File: src/rtl/gray_code_pkg.sv
// gray_code_pkg
// Shared constants and helpers for the gray-code adder pipeline.
//   DEFAULT_WIDTH / DEFAULT_STEP_WIDTH : default operand and step widths
//   GRAY_MAX_WIDTH                     : widest operand the helpers accept
//   bin2gray / gray2bin                : conversions on zero-extended values;
//                                        callers cast their WIDTH-bit value up
//                                        and the result back down
//   popcount                           : number of set bits, used by the
//                                        optional self-checker
// Optional feature macro used by the top: GRAY_CODE_SELF_CHECK_EN.
package gray_code_pkg;

    localparam int DEFAULT_WIDTH      = 32;
    localparam int DEFAULT_STEP_WIDTH = 8;
    localparam int GRAY_MAX_WIDTH     = 64;

    // Zero upper bits encode to zero, so a narrow value cast up to
    // GRAY_MAX_WIDTH converts correctly and truncates back losslessly.
    function automatic logic [GRAY_MAX_WIDTH-1:0] bin2gray(
        input logic [GRAY_MAX_WIDTH-1:0] bin
    );
        return bin ^ (bin >> 1);
    endfunction

    // Running XOR from the MSB down; zero upper bits leave the prefix
    // unaffected, which keeps this width-generic.
    function automatic logic [GRAY_MAX_WIDTH-1:0] gray2bin(
        input logic [GRAY_MAX_WIDTH-1:0] gray
    );
        logic [GRAY_MAX_WIDTH-1:0] bin;
        logic                      acc;
        bin = '0;
        acc = 1'b0;
        for (int i = GRAY_MAX_WIDTH - 1; i >= 0; i--) begin
            acc    = acc ^ gray[i];
            bin[i] = acc;
        end
        return bin;
    endfunction

    function automatic int popcount(input logic [GRAY_MAX_WIDTH-1:0] value);
        int count;
        count = 0;
        for (int i = 0; i < GRAY_MAX_WIDTH; i++) begin
            count = count + int'(value[i]);
        end
        return count;
    endfunction

endpackage

File: src/rtl/gray_to_bin.sv
// gray_to_bin
// Combinational gray-to-binary decoder (XOR prefix from the MSB down).
//   WIDTH : operand width
//   gray  : gray-coded input
//   bin   : binary-coded output
module gray_to_bin
    import gray_code_pkg::*;
#(
    parameter int WIDTH = DEFAULT_WIDTH
) (
    input  logic [WIDTH-1:0] gray,
    output logic [WIDTH-1:0] bin
);

    // A scalar accumulator carries the prefix so the output vector never
    // feeds back into itself inside the block.
    always_comb begin
        logic acc;
        acc = 1'b0;
        bin = '0;
        for (int i = WIDTH - 1; i >= 0; i--) begin
            acc    = acc ^ gray[i];
            bin[i] = acc;
        end
    end

endmodule

File: src/rtl/gray_code_adder_pipe.sv
// gray_code_adder_pipe
// Two-stage pipeline that adds or subtracts an unsigned binary step to a
// gray-coded operand and returns the gray-coded result plus carry/borrow.
//   clock, reset          : rising-edge clock, synchronous active-high reset
//   in_valid / in_ready   : input handshake (in_ready never depends on in_valid)
//   in_gray, in_step      : gray operand, unsigned binary step magnitude
//   in_sub                : 0 = add, 1 = subtract
//   out_valid / out_ready : output handshake; outputs hold while stalled
//   out_gray, out_wrap    : gray result, carry-out (add) or borrow-out (sub)
//   check_error           : sticky self-check flag
// Optional feature macro: GRAY_CODE_SELF_CHECK_EN. When defined, every
// stage-2 load is re-decoded and compared, and +1 steps are checked for a
// single-bit gray change. When undefined, check_error is tied to 0.
module gray_code_adder_pipe
    import gray_code_pkg::*;
#(
    parameter int WIDTH      = DEFAULT_WIDTH,
    parameter int STEP_WIDTH = DEFAULT_STEP_WIDTH
) (
    input  logic                  clock,
    input  logic                  reset,
    input  logic                  in_valid,
    output logic                  in_ready,
    input  logic [WIDTH-1:0]      in_gray,
    input  logic [STEP_WIDTH-1:0] in_step,
    input  logic                  in_sub,
    output logic                  out_valid,
    input  logic                  out_ready,
    output logic [WIDTH-1:0]      out_gray,
    output logic                  out_wrap,
    output logic                  check_error
);

    logic             s1_valid_q, s1_valid_d;
    logic [WIDTH-1:0] s1_bin_q,   s1_bin_d;
    logic [WIDTH-1:0] s1_step_q,  s1_step_d;
    logic             s1_sub_q,   s1_sub_d;
    logic             out_valid_q, out_valid_d;
    logic [WIDTH-1:0] out_gray_q,  out_gray_d;
    logic             out_wrap_q,  out_wrap_d;

    logic             adv1, adv2, load2;
    logic [WIDTH-1:0] in_bin;
    logic [WIDTH:0]   res_ext;
    logic [WIDTH-1:0] res_bin, res_gray;
    logic             res_wrap;

    gray_to_bin #(.WIDTH(WIDTH)) u_in_dec (
        .gray (in_gray),
        .bin  (in_bin)
    );

    // Stage 2 moves when its slot is empty or being drained; stage 1 moves
    // whenever stage 2 can take its contents, so bubbles collapse.
    assign adv2     = !out_valid_q || out_ready;
    assign adv1     = !s1_valid_q || adv2;
    assign load2    = adv2 && s1_valid_q;
    assign in_ready = adv1;

    // One extra bit holds the carry; for subtraction the extra bit of the
    // (WIDTH+1)-bit difference is set exactly when step > operand.
    always_comb begin
        if (s1_sub_q) begin
            res_ext = {1'b0, s1_bin_q} - {1'b0, s1_step_q};
        end else begin
            res_ext = {1'b0, s1_bin_q} + {1'b0, s1_step_q};
        end
        res_bin  = res_ext[WIDTH-1:0];
        res_wrap = res_ext[WIDTH];
        res_gray = WIDTH'(bin2gray(GRAY_MAX_WIDTH'(res_bin)));
    end

    // Next-state for both pipeline stages.
    always_comb begin
        s1_valid_d  = s1_valid_q;
        s1_bin_d    = s1_bin_q;
        s1_step_d   = s1_step_q;
        s1_sub_d    = s1_sub_q;
        out_valid_d = out_valid_q;
        out_gray_d  = out_gray_q;
        out_wrap_d  = out_wrap_q;
        if (adv1) begin
            s1_valid_d = in_valid;
            s1_bin_d   = in_bin;
            s1_step_d  = WIDTH'(in_step);
            s1_sub_d   = in_sub;
        end
        if (adv2) begin
            out_valid_d = s1_valid_q;
            if (s1_valid_q) begin
                out_gray_d = res_gray;
                out_wrap_d = res_wrap;
            end
        end
    end

    always_ff @(posedge clock) begin
        if (reset) begin
            s1_valid_q  <= 1'b0;
            s1_bin_q    <= '0;
            s1_step_q   <= '0;
            s1_sub_q    <= 1'b0;
            out_valid_q <= 1'b0;
            out_gray_q  <= '0;
            out_wrap_q  <= 1'b0;
        end else begin
            s1_valid_q  <= s1_valid_d;
            s1_bin_q    <= s1_bin_d;
            s1_step_q   <= s1_step_d;
            s1_sub_q    <= s1_sub_d;
            out_valid_q <= out_valid_d;
            out_gray_q  <= out_gray_d;
            out_wrap_q  <= out_wrap_d;
        end
    end

    assign out_valid = out_valid_q;
    assign out_gray  = out_gray_q;
    assign out_wrap  = out_wrap_q;

`ifdef GRAY_CODE_SELF_CHECK_EN
    logic [WIDTH-1:0] s1_gray_q, s1_gray_d;
    logic [WIDTH-1:0] chk_bin;
    logic             check_error_q, check_error_d;

    gray_to_bin #(.WIDTH(WIDTH)) u_chk_dec (
        .gray (res_gray),
        .bin  (chk_bin)
    );

    // The operand gray code travels alongside stage 1 so a +1 step can be
    // checked for a single-bit change; any violation latches until reset.
    always_comb begin
        s1_gray_d     = s1_gray_q;
        check_error_d = check_error_q;
        if (adv1) begin
            s1_gray_d = in_gray;
        end
        if (load2) begin
            if (chk_bin != res_bin) begin
                check_error_d = 1'b1;
            end
            if (!s1_sub_q && (s1_step_q == WIDTH'(1)) &&
                (popcount(GRAY_MAX_WIDTH'(s1_gray_q ^ res_gray)) != 1)) begin
                check_error_d = 1'b1;
            end
        end
    end

    always_ff @(posedge clock) begin
        if (reset) begin
            s1_gray_q     <= '0;
            check_error_q <= 1'b0;
        end else begin
            s1_gray_q     <= s1_gray_d;
            check_error_q <= check_error_d;
        end
    end

    assign check_error = check_error_q;
`else
    assign check_error = 1'b0;
`endif

endmodule

File: config.mk
export PLATFORM = sky130hd
export DESIGN_NAME = gray_code_adder_pipe
export DESIGN_NICKNAME = d
export VERILOG_FILES = /design/src/rtl/gray_code_pkg.sv /design/src/rtl/gray_to_bin.sv /design/src/rtl/gray_code_adder_pipe.sv
export SDC_FILE = /design/constraint.sdc
export NUM_CORES = 1
export LEC_CHECK = 0
export CORE_MARGIN = 3
export CORE_UTILIZATION = 45
export DETAILED_ROUTE_END_ITERATION = 8
export PLACE_DENSITY = 0.69
export SLEW_MARGIN = 0
export SYNTH_ARGS = -nofsm -noshare
export SYNTH_HDL_FRONTEND = slang
export SYNTH_SLANG_ARGS = --single-unit
File: constraint.sdc
create_clock -name clock -period 12.5 [get_ports clock]
set_input_delay 2.5 -clock clock [delete_from_list [all_inputs] [get_ports clock]]
set_output_delay 2.5 -clock clock [all_outputs]
set_load 0.02 [all_outputs]
==> metrics <==
worst-path fanout max=5; number of flops mapped to enable cells by yosys=0; DR iter-0 viols=213; Vias/cell=just over 5; placed cell areas=5910 um^2; post-DP HPWL=8.47 mm; drt pass-1 iters=5; Antenna Nets Post-Route=0; Static Leakage=2.55 nW; Slew headroom=0.459; Cell Rows=37; Root Buffer=clkbuf_8; ratio of cells with drive above 1 in the final layout=0.0674; Placeable Area=10600 um^2; Fin Setup TNS=0 ns; number of buffers added on ports=between 70 and 80; Main synth FF type=dfxtp_1; most frequent cells in the layout=nor2_1 (102), clkdlybuf4s50_1 (78), dfxtp_1 (76), nand2_1 (69), xnor2_1 (63); number of synthesized register bits=between 70 and 80; Critical path buffers and inverters=1; Mapped Cells=610; fin worst setup slack=5.18 ns; CTS resizes=0; number of global-route vias before repair=4117; max-slew violation count=0; final hold vios=0; Ys Warns=0; worst-path cell chain=clkdlybuf4s50_1, xnor2_2, xnor2_2, xnor3_2, xnor2_2, xnor2_2, xnor3_2, xnor2_4, xnor2_2, xor2_2, xnor2_2, xnor2_2, xnor2_2, xor2_2, xnor2_2, xnor2_2, xor2_2, xnor2_2, xnor2_2, xnor2_1, a211oi_2; Distinct cells, synth=50; clk buf depth=2; sequential-to-total area share from yosys stat=0.303; syn_nets=690; WL/cell=13.9 um; kind of critical path=input pin to flop; Crit-path slowest cell=clkdlybuf4s50_1; # clock sinks=76; Worst path top cell family by delay=XOR/XNOR gates; Starting Density=0.474; final instance area=6080 um^2; largest net degree at the start of global routing=between 70 and 80; critical path data arrival time=7.52 ns; Worst Setup End Kind=flop; fin nets=758; RD Place Congestion=0.833; maximum capacitance violations=0; maximum vdd drop=0.000106 V; total power=0.00123 W; Clock Pin Slew Worst Setup and Hold Paths=about 0.07 ns; outcome=finished, final reports clean; H-tree level count=3; min Tclk post-route=7.32 ns; DIE AREA=12500 um^2; area delta synth->final=21.1%; die span in x=112 um; worst skew pair latency=0.35 ns; Final setup viols=0; Post-Place Setup Slack=4.84 ns; global-route wire length before repair=19.2 mm; die extent in y=112 um; gr ovfl total=0; CTS Buf Count=9; DRC=0; CTS tree=done; ys async rst share=0; Mapped Area=approximately 5000 um^2; via count=4228; Worst path most repeated cell=xnor2_2; post-CTS setup buffer count=0; final wirelength=~11 mm; PD cells=just over 200 nW/um^2; syn avg cell area=8.23 um^2; crit-path max cell delay=0.46 ns; GRT Total Usage=0.186; Layout Skew=about 0.0091 ns; CP Launch Type=input pin; Hold WC Path Type=flop to flop; ant diodes=0; commonest non-fill, non-tap cell in the layout=nor2_1; fmax=approximately 140 MHz; WP data required=12.70 ns; worst-margin pin slew=0.811 ns; RSZ-0062 raised after global routing=no; initial antenna violation count=0; fin crit share=0.586; Post-CTS Hold Buffers=0; I/O pin total=81
worst min-delay path: stages (launching register included):
cell and delay, ns:
dfxtp_1 0.31, nand2_1 0.05, a21oi_1 0.05
sequential cells by signal, indices dropped and copies added, names as in the netlist:
register    cells
out_wrap        1
s1_valid_q      1
s1_step_q       8
s1_sub_q        1
s1_bin_q       32
out_valid       1
out_gray       32
cells in the mapped netlist, drive strengths merged, types with 2 or more instances:
cell | instances | share of area
and2 | 2 | 0.0027
clkbuf | 22 | 0.016
xnor3 | 4 | 0.018
nor2b | 5 | 0.0062
a31oi | 5 | 0.0062
a21boi | 9 | 0.013
nand2 | 69 | 0.052
nor3 | 13 | 0.013
xor2 | 13 | 0.027
dfxtp | 76 | 0.30
nand3 | 2 | 0.0020
o21ai | 18 | 0.018
o21bai | 3 | 0.0045
and4 | 2 | 0.0035
ha | 34 | 0.085
o2111ai | 2 | 0.0035
or2 | 2 | 0.0025
xnor2 | 77 | 0.16
o211ai | 2 | 0.0030
a211oi | 40 | 0.061
nand2b | 5 | 0.0062
nor4 | 2 | 0.0025
buf | 4 | 0.0037
o21a | 7 | 0.010
a31o | 3 | 0.0052
nor2 | 102 | 0.076
inv | 23 | 0.017
a21o | 8 | 0.012
a21oi | 44 | 0.044
area by class of cell:
class	count	area, um^2
multi-input cells	485	3320
well taps	136	170
repair buffers	83	816
clock inverters	2	10.0
fillers	1022	4520
inverters	23	86.3
clock buffers	13	159
flip-flops and latches	76	1520
path summary, 6_finish.rpt:
path / start / to / slack [ns] / cells after the start
worst max register to register: s1_step_q[0] / out_gray[29] / 6.74 / 24
worst min register to register: out_gray[1] / out_gray[1] / 0.46 / 2
worst min-delay path: out_gray[1] / out_gray[1] / 0.46 / 2
worst max-delay path: in_gray[31] / s1_bin_q[0] / 5.18 / 21
power breakdown:
group	switching [W]	total (W)	internal, W
sequential	0.0000329	0.000330	0.000298
clock	0.0000875	0.000169	0.0000815
combinational	0.000369	0.000728	0.000360
metrics by stage:
stage	util	hold WS, ns	cells
after floorplan	-	0.436	610
after global placement	0.558	0.444	803
after detailed placement	0.558	0.451	803
after CTS	0.574	0.459	818
after global routing	0.574	0.481	818
final	0.574	0.455	818
per-layer routing:
| layer | vias up | GRT usage | wire (um) |
|---|---|---|---|
| met4 | 0 | 0.0470 | 133 |
| met3 | 14 | 0.0364 | 556 |
| met5 | - | 0 | 0 |
| met2 | 93 | 0.339 | 5720 |
| li1 | 2217 | - | - |
| met1 | 1904 | 0.224 | 4970 |
kinds of logic (layout without fill, tap and decap cells):
family / count (synthesis) / count (layout) / share of synthesized area
compound gates: 145 / 145 / 0.189
other cells: 1 / 1 / 0.000747
xor+xnor: 94 / 94 / 0.205
simple gates: 208 / 208 / 0.172
mux: 2 / 2 / 0.00424
fa+ha+maj: 35 / 35 / 0.0887
flops: 76 / 76 / 0.303
buf+inv: 49 / 121 / 0.0374
No activity file was read; power rests on OpenSTA's default activity.
